==> src/rtl/lif_array.sv <==
// lif_array: time-multiplexed leaky-integrate-and-fire engine for a neuron
// population. Each start_step walks every neuron through SUM, DIFF, SCALE,
// ACC and EMIT using one shared FP32 adder and one shared FP32 multiplier.
// Handshake: spike_valid is a one-cycle strobe with no ready. The consumer
// must take every result. spike_idx, spike_output and voltage_new are
// qualified by spike_valid and hold their values between strobes.
module lif_array #(
    parameter int          NUM_NEURONS = 8,
    parameter int          REF_PERIOD  = 2,
    parameter int          REF_W       = 2,
    parameter logic [31:0] DECAY       = 32'hBD47C3A8,
    parameter logic [31:0] THRESHOLD   = 32'h3F800000,
    localparam int         AW          = $clog2(NUM_NEURONS)
) (
    input  logic          clk,
    input  logic          rst,
    input  logic          start_step,
    input  logic          clear_state,
    output logic [AW-1:0] nrn_addr,
    input  logic [31:0]   bias,
    input  logic [31:0]   encoders,
    output logic          busy,
    output logic          spike_valid,
    output logic [AW-1:0] spike_idx,
    output logic          spike_output,
    output logic [31:0]   voltage_new,
    output logic          step_done,
    output logic [2:0]    state_dbg
);
    typedef enum logic [2:0] {
        S_IDLE, S_SUM, S_DIFF, S_SCALE, S_ACC, S_EMIT, S_DONE
    } state_t;

    localparam logic [AW-1:0] LAST = AW'(NUM_NEURONS - 1);

    state_t             state_q, state_d;
    logic [AW-1:0]      n_q;
    logic [31:0]        j_q, d_q, m_q, a_q;
    logic [REF_W-1:0]   rp_q;
    logic [31:0]        v_q   [NUM_NEURONS];
    logic [REF_W-1:0]   ref_q [NUM_NEURONS];
    logic [31:0]        add_a, add_b, add_y, mul_a, mul_b, mul_y;
    logic [31:0]        v_cur, v_keep;
    logic               fire;

    // FP32 add, round-to-nearest-even; subnormals flush to zero and an
    // Inf/NaN operand is returned unchanged.
    function automatic logic [31:0] fp_add(input logic [31:0] a, input logic [31:0] b);
        logic [31:0]       x, y;
        logic [7:0]        dexp;
        logic [26:0]       mx, my, sh;
        logic [27:0]       sum;
        logic signed [9:0] e;
        logic [4:0]        lz;
        logic [24:0]       mr;
        if (a[30:23] == 8'hFF) return a;
        if (b[30:23] == 8'hFF) return b;
        if (a[30:23] == 8'h00 && b[30:23] == 8'h00) return {a[31] & b[31], 31'b0};
        if (a[30:23] == 8'h00) return b;
        if (b[30:23] == 8'h00) return a;
        if (a[30:0] >= b[30:0]) begin x = a; y = b; end
        else begin x = b; y = a; end
        dexp = x[30:23] - y[30:23];
        mx = {1'b1, x[22:0], 3'b000};
        my = {1'b1, y[22:0], 3'b000};
        if (dexp >= 8'd27) begin
            sh = 27'd1;
        end else begin
            sh = my >> dexp;
            sh[0] = sh[0] | (|(my & ((27'd1 << dexp) - 27'd1)));
        end
        e = $signed({2'b00, x[30:23]});
        if (x[31] == y[31]) begin
            sum = {1'b0, mx} + {1'b0, sh};
            if (sum[27]) begin
                sum = {1'b0, sum[27:2], sum[1] | sum[0]};
                e = e + 10'sd1;
            end
        end else begin
            sum = {1'b0, mx} - {1'b0, sh};
            if (sum == 28'd0) return 32'h0;
            lz = 5'd0;
            for (int i = 0; i <= 26; i++) if (sum[i]) lz = 5'(26 - i);
            sum = sum << lz;
            e = e - $signed({5'b0, lz});
        end
        if (e <= 10'sd0) return {x[31], 31'b0};
        mr = {1'b0, sum[26:3]} + {24'b0, sum[2] & (sum[1] | sum[0] | sum[3])};
        if (mr[24]) begin mr = mr >> 1; e = e + 10'sd1; end
        if (e >= 10'sd255) return {x[31], 8'hFF, 23'b0};
        return {x[31], e[7:0], mr[22:0]};
    endfunction

    // FP32 multiply, same rounding and special-value handling as fp_add.
    function automatic logic [31:0] fp_mul(input logic [31:0] a, input logic [31:0] b);
        logic               s, g, st;
        logic [47:0]        p;
        logic [23:0]        m;
        logic [24:0]        mr;
        logic signed [10:0] e;
        s = a[31] ^ b[31];
        if (a[30:23] == 8'hFF) return a;
        if (b[30:23] == 8'hFF) return b;
        if (a[30:23] == 8'h00 || b[30:23] == 8'h00) return {s, 31'b0};
        p = {24'b0, 1'b1, a[22:0]} * {24'b0, 1'b1, b[22:0]};
        e = $signed({3'b000, a[30:23]}) + $signed({3'b000, b[30:23]}) - 11'sd127;
        if (p[47]) begin
            m = p[47:24]; g = p[23]; st = |p[22:0]; e = e + 11'sd1;
        end else begin
            m = p[46:23]; g = p[22]; st = |p[21:0];
        end
        mr = {1'b0, m} + {24'b0, g & (st | m[0])};
        if (mr[24]) begin mr = mr >> 1; e = e + 11'sd1; end
        if (e >= 11'sd255) return {s, 8'hFF, 23'b0};
        if (e <= 11'sd0) return {s, 31'b0};
        return {s, e[7:0], mr[22:0]};
    endfunction

    assign v_cur     = v_q[n_q];
    assign v_keep    = a_q[31] ? 32'h0 : a_q;
    assign fire      = !a_q[31] && (a_q[30:0] >= THRESHOLD[30:0]);
    assign add_y     = fp_add(add_a, add_b);
    assign mul_y     = fp_mul(mul_a, mul_b);
    assign nrn_addr  = n_q;
    assign busy      = (state_q != S_IDLE);
    assign state_dbg = state_q;

    // Shared arithmetic operand steering, keyed on the current state.
    always_comb begin
        add_a = 32'h0;
        add_b = 32'h0;
        mul_a = 32'h0;
        mul_b = 32'h0;
        case (state_q)
            S_SUM:   begin add_a = bias;  add_b = encoders; end
            S_DIFF:  begin add_a = j_q;   add_b = {~v_cur[31], v_cur[30:0]}; end
            S_SCALE: begin mul_a = d_q;   mul_b = (rp_q == '0) ? DECAY : 32'h0; end
            S_ACC:   begin add_a = v_cur; add_b = {~m_q[31], m_q[30:0]}; end
            default: ;
        endcase
    end

    // State register.
    always_ff @(posedge clk) begin
        if (rst) state_q <= S_IDLE;
        else     state_q <= state_d;
    end

    // Next-state logic; clear_state beats a simultaneous start_step.
    always_comb begin
        state_d = state_q;
        case (state_q)
            S_IDLE:  if (start_step && !clear_state) state_d = S_SUM;
            S_SUM:   state_d = S_DIFF;
            S_DIFF:  state_d = S_SCALE;
            S_SCALE: state_d = S_ACC;
            S_ACC:   state_d = S_EMIT;
            S_EMIT:  state_d = (n_q == LAST) ? S_DONE : S_SUM;
            S_DONE:  state_d = S_IDLE;
            default: state_d = S_IDLE;
        endcase
    end

    // Datapath latches, neuron state update and registered result outputs.
    always_ff @(posedge clk) begin
        if (rst) begin
            n_q          <= '0;
            j_q          <= 32'h0;
            d_q          <= 32'h0;
            m_q          <= 32'h0;
            a_q          <= 32'h0;
            rp_q         <= '0;
            spike_valid  <= 1'b0;
            spike_idx    <= '0;
            spike_output <= 1'b0;
            voltage_new  <= 32'h0;
            step_done    <= 1'b0;
            for (int i = 0; i < NUM_NEURONS; i++) begin
                v_q[i]   <= 32'h0;
                ref_q[i] <= '0;
            end
        end else begin
            spike_valid <= 1'b0;
            step_done   <= (state_q == S_DONE);
            case (state_q)
                S_IDLE: begin
                    if (clear_state) begin
                        for (int i = 0; i < NUM_NEURONS; i++) begin
                            v_q[i]   <= 32'h0;
                            ref_q[i] <= '0;
                        end
                    end else if (start_step) begin
                        n_q <= '0;
                    end
                end
                S_SUM: begin
                    j_q  <= add_y;
                    rp_q <= (ref_q[n_q] == '0) ? '0 : ref_q[n_q] - 1'b1;
                end
                S_DIFF:  d_q <= add_y;
                S_SCALE: m_q <= mul_y;
                S_ACC:   a_q <= add_y;
                S_EMIT: begin
                    spike_valid  <= 1'b1;
                    spike_idx    <= n_q;
                    spike_output <= fire;
                    if (fire) begin
                        v_q[n_q]    <= 32'h0;
                        ref_q[n_q]  <= REF_W'(REF_PERIOD);
                        voltage_new <= 32'h0;
                    end else begin
                        v_q[n_q]    <= v_keep;
                        ref_q[n_q]  <= rp_q;
                        voltage_new <= v_keep;
                    end
                    if (n_q != LAST) n_q <= n_q + 1'b1;
                end
                default: ;
            endcase
        end
    end
endmodule

==> config.mk <==
export PLATFORM = sky130hd
export DESIGN_NAME = lif_array
export DESIGN_NICKNAME = d
export VERILOG_FILES = /design/src/rtl/lif_array.sv
export SDC_FILE = /design/constraint.sdc
export NUM_CORES = 2
export LEC_CHECK = 0
export CAP_MARGIN = 20
export CORE_MARGIN = 2
export CORE_UTILIZATION = 55
export CTS_BUF_LIST = sky130_fd_sc_hd__clkbuf_4 sky130_fd_sc_hd__clkbuf_8
export CTS_CLUSTER_DIAMETER = 30
export CTS_CLUSTER_SIZE = 12
export DETAILED_ROUTE_END_ITERATION = 7
export PLACE_DENSITY = 0.77
export SLEW_MARGIN = 30
export SYNTH_ARGS = -nofsm -noshare
export SYNTH_HDL_FRONTEND = slang
export SYNTH_SLANG_ARGS = --single-unit
==> constraint.sdc <==
create_clock -name clk -period 18.8 [get_ports clk]
set_clock_uncertainty 0.2 [all_clocks]
set_input_delay 4.7 -clock clk [delete_from_list [all_inputs] [get_ports clk]]
set_output_delay 4.7 -clock clk [all_outputs]
set_load 0.05 [all_outputs]
# == Word-level counts from Yosys, hierarchy flattened ==
# Memories as Yosys holds them, arrays and structs flattened. A register that Yosys moved wholly into a read port is not among the register bits.
# Cells that the tools add are included.
# totals
output_inout_bits,45
wordCells,357
ff_bits,174
n_memories,2
inputBits,68
ramBits,264
# op_classes
eq_ne,17
reduce_logical,22
n_bitwise,30
shift,3
n_mux,248
n_mul,1
magnitude_cmp,7
n_addsub,15
# memory_table
memory,words,width,rd,rd_ports_with_merged_regs,write_ports,line,rtl
v_q,8,31,1,1,8,40,logic [31:0] v_q [NUM_NEURONS];
ref_q,8,2,1,1,8,41,logic [REF_W-1:0] ref_q [NUM_NEURONS];
# op_table
operator,count
$mux 32,48
$mux 27,14
$mux 31,12
$pmux 32 s3,2
$mux 5,34
$mux 10,15
$mux 24,4
$mux 11,8
$mux 1,84
$add 24x1->25,2
$mul 24x24->48,1
$mux 23,2
$mux 3,11
$eq 8x8->1 const B,4
$logic_not 8->1,4
$ge 31x30->1 const B,1
$ge 31x31->1,1
$reduce_or 31->1,1
$add 27x27->28,1
$logic_not 28->1,1
$shl 28x5->27,1
$sub 27x27->28,1
$and 27x27->27,1
$reduce_or 27->1,1
44 further kinds,89

# == Depth between registers and ports, before layout ==
# depth
word_depth,106
depth_mapped,78
ltp_nobuf,63

# == Worst setup path before layout ==
# Ideal clock, no wire load.
# synth_path
path_type,input to register
from,input bias[26]
to,register j_q[24]
arrival_ns,17.552
slack_ns,0.920
path_buffers,10
path_stages,70
setup_ns,0.128
required_time_ns,18.472
path_cell_list,a222oi_1 -> inv_1 -> ha_1 -> clkbuf_1 -> nand4_1 -> inv_1 -> a221oi_1 -> o21ai_0 -> a21o_1 -> a31oi_4 -> o21ai_2 -> buf_6 -> buf_6 -> buf_2 -> buf_2 -> buf_1 -> clkbuf_1 -> nor2_1 -> (+34 left out) -> a21oi_1 -> o21bai_1 -> a211oi_1 -> clkbuf_1 -> and2_1 -> a21o_1 -> a32o_1 -> ha_1 -> inv_1 -> a211o_1 -> nor2_1 -> nand3_2 -> or3_1 -> clkbuf_1 -> mux2_2 -> o31ai_2 -> o21a_1 -> nor2_1
# synth_via
elab_chain_cells,92
elab_cells_between_ends,161
cone_classes,add/sub: 8; order compare: 4; eq/ne: 2; shift: 3; mux: 134; bitwise: 6; reduce/logical: 4
# synth_lines
element,line,rtl
"start, declared",20,"input logic [31:0] bias,"
$pmux 32 s3 *,134,case (state_q)
$ge 31x31->1,61,if (a[30:0] >= b[30:0]) begin x = a; y = b; end
$mux 32 (2 in series),61,
$mux 32,60,if (b[30:23] == 8'h00) return a;
$mux 32,59,if (a[30:23] == 8'h00) return b;
$mux 32,58,"if (a[30:23] == 8'h00 && b[30:23] == 8'h00) return {a[31] & b[31], 31'b0};"
$mux 32,57,if (b[30:23] == 8'hFF) return b;
$sub 8x8->8,63,dexp = x[30:23] - y[30:23];
(+75 left out),n/a,
$mux 32,91,"return {x[31], e[7:0], mr[22:0]};"
$mux 32,88,"mr = {1'b0, sum[26:3]} + {24'b0, sum[2] & (sum[1] | sum[0] | sum[3])};"
$mux 32,87,"if (e <= 10'sd0) return {x[31], 31'b0};"
$mux 32,61,
$mux 32,60,
$mux 32,59,
$mux 32,58,
$mux 32 *,57,
"end signal, assigned",197,j_q <= add_y;
"end, declared",38,"logic [31:0] j_q, d_q, m_q, a_q;"
# Mark *: on every way between the ends. The rest lies on a longest branch, timed or not. The select of a mux whose other input is x is not followed.
# A chain may end at the register's enable or synchronous reset.

# == Worst setup path after layout ==
# layout_path
from,input encoders[29]
to,register j_q[2]
# layout_via
elab_chain_cells,92
elab_cells_between_ends,166
cone_classes,add/sub: 8; order compare: 4; eq/ne: 2; shift: 3; mux: 139; bitwise: 6; reduce/logical: 4
# layout_lines
element,line,rtl
"start, declared",21,"input logic [31:0] encoders,"
$pmux 32 s3 *,134,
$ge 31x31->1,61,
$mux 32 (2 in series),61,
$mux 32,60,
$mux 32,59,
$mux 32,58,
$mux 32,57,
$sub 8x8->8,63,
(+75 left out),n/a,
$mux 32,91,
$mux 32,88,
$mux 32,87,
$mux 32,61,
$mux 32,60,
$mux 32,59,
$mux 32 *,58,
$mux 32 *,57,
# Marks and branches as above.

==> reports/results.ini <==
[outcome]
status = finished clean

[synthesis]
syn_area_um2 = 44700
synth_top_area_share_pct = 17.7
yosysSeqAreaShare_pct = 25.6
ys_ff_latch = 440
synth_cell_types = 125
yosys.area_share.adder_pct = 20.4
synth-simple-area-share_pct = 17.9
synth_top_family_by_area = adder cells
synth.most_common_cell = nor2_1
synth_top_area_cell = edfxtp_1
async_reset_ff_share_pct = 0
synth-compound-area-share_pct = 19.4
synth_commonest_cells = nor2_1 (564), inv_1 (427), ha_1 (400)
ys.warnings.count = 0
muxShareOfSynthArea_pct = 7.07
synth_ff_type = edfxtp_1
syn-mean-instance-area_um2 = 8.87
synth_area_leaders = edfxtp_1 (18%), ha_1 (11%), fa_1 (9.1%)
synth_xor_area_share_pct = 3.27
synth_edf_count = 264
postSynthCellCount = 5036

[routing]
wl_um = 163000
firstDrtPassIters = 7
ant_nets = 0
vias_per_cell = 6.70
drc = 0
drt-initial-drc-count = 5856
wl_per_cell_um = 26.2
vias = 41700

[grt]
grt_overflow = 0
grt_usage_pct = 38.3
first_global_vias = 39800
grt_max_degree = 105
grt_pass1_wl_um = 243000
antenna_found_initial = 7

[placement]
io_buffers = 111
place_ws_ps = 36.2
place_area_um2 = 47400
hpwl_um = 124000
gp_congestion = 1.04

[cts]
cts.path.max_buffers = 3
insertion_delay_ps = 670
cts_tree = built
cts_buffers = 66
cts_hold_buf = 0
h-tree-depth = 3
clk_pin_slew_ps = 80
cts_root_buf = clkbuf_8
cts.sinks = 440

[cells_and_area]
final_area_um2 = 49100
drive_gt1_share_pct = 10.4
fillers = 6931
ff_latch_area_um2 = 11500
nets = 5783
area_delta_synth_final_pct = 9.81
multi_input_area_um2 = 30700
final_util_pct = 61.0

[critical_path]
required_ps = 19080
crit_arrival_ps = 18240
cpMostUsedCell = a21oi_1
crit_type = primary input to register
r2r_start = state_dbg[0]$_SDFFE_PP0P_
cp_top_family = compound AO/OA/AOI/OAI gates
path_buf_inv = 4
worstPathMaxFanout = 8
slowest_stage = clkdlybuf4s50_1
cpPeakStageDelay_ps = 590
cp-end-kind = register
critPathLaunch = encoders[29]
start_kind = primary input

[min_path]
min_path_type = register to register
hp-start = voltage_new[29]$_SDFFE_PP0P_

[sta]
fin_ws_ps = 833
fmax_mhz = 55.7
period_needed_ps = 17970
setup_viol = 0
fin_tns_setup_ps = 0
maxSlewHeadroom_pct = 31.8
fin_crit_sh_pct = 95.6
hold_viol_final = 0
max_slew.worst_pin.slew_ps = 1020
slew_violations = 0
rsz0062_at_grt = no

[die]
core-area_um2 = 80400
num_io_pins = 113
die_h_um = 289
die_w_um = 289
rows = 104
die-area_um2 = 83500
start_util_pct = 55.6

[pwr]
leakagePower_uw = 0.0207
irDropWorstVdd_v = 0.000184
powerDensity_nw_per_um2 = 158

[run]
cap_viol_max_count = 0

## where the power goes
| group | total [uW] | leakage [uW] | internal (uW) | switching (uW) |
|---|---|---|---|---|
| Combinational | 5710 | 0.0156 | 1860 | 3850 |
| Clock | 940 | 0.000787 | 493 | 447 |
| Sequential | 1120 | 0.00430 | 1080 | 40.9 |
| Total | 7780 | 0.0207 | 3440 | 4340 |
## flip-flops by register name, indices dropped and copies added (netlist names), named ones only
signal and cells:
nrn_addr 3, v_q 248, ref_q 16, spike_output 1, a_q 32, voltage_new 31, spike_valid 1, j_q 32
state_dbg 3, rp_q 2, spike_idx 3, m_q 32, d_q 32, step_done 1
## per-layer routing
metal,vias to the layer above,track usage [%],routed length (um)
li1,18400,-,-
met2,2808,58.2,70900
met1,19900,51.2,63100
met5,-,0,39
met3,587,8.21,18700
met4,6,20.8,10100
## layout by cell type (no fill, tap or decap), types with 33 or more instances in the layout
cell type	instances
clkdlybuf4s50_1	110
mux2i_1	102
edfxtp_1	264
nor3_1	119
o21a_1	53
nand4_1	37
ha_1	400
fa_1	204
inv_1	427
a31oi_1	34
o21ai_0	180
mux2_2	43
clkbuf_8	71
a22oi_1	84
nand3_1	94
buf_4	165
and2_1	162
a21o_1	58
dfxtp_1	172
xor2_1	43
o22ai_1	34
nand2b_1	52
nor2_1	563
a211oi_1	122
a221oi_1	33
nand2_1	332
nor2b_1	33
mux4_2	69
and3_1	70
xnor2_1	118
o211ai_1	60
a21oi_1	256
## path summary, 6_finish.rpt
kind	cells past startpoint	endpoint	slack [ps]
worst min-delay path	2	voltage_new[29]$_SDFFE_PP0P_	250
worst min register to register	2	voltage_new[29]$_SDFFE_PP0P_	250
worst max register to register	55	m_q[15]$_SDFFE_PP0N_	1510
worst max-delay path	59	j_q[2]$_SDFFE_PP0N_	830
## logic make-up (layout without fill, tap and decap cells)
kind of cell	after synthesis	after routing
compound gates	1237	1237
xor+xnor	166	166
fa+ha+maj	606	606
buf+inv	712	831
flops	440	440
mux	221	221
other cells	1	11
simple gates	1653	1653
## tightest hold or removal path: cells and delay by family, from the launching register on
| kind | cells | cell delay (ps) |
|---|---|---|
| flip-flops | 1 | 310 |
| AND/OR/NAND/NOR | 2 | 90 |
## stage by stage
step	hold WS [ps]	instances	power (uW)
final	246	6225	7780
after global routing	284	6224	8060
after global placement	239	6101	6590
after CTS	253	6221	7460
after floorplan	232	5044	4670
after detailed placement	242	6101	6520
## final cells by class
cell class | instances | share of cell area (%)
multi-input combinational | 3892 | 62.5
clock inverter | 39 | 1.07
antenna | 2 | 0.0102
inverter | 433 | 3.31
clock buffer | 81 | 2.14
timing repair buffer | 278 | 4.86
tap | 1060 | 2.70
sequential | 440 | 23.4
## repair_timing
action | 4_1_cts | 5_1_grt
resized for setup | 0 | 7
setup buffers | 0 | 2
endpoints found under the setup margin | 0 | 90
No activity file was read; power rests on OpenSTA's default activity.
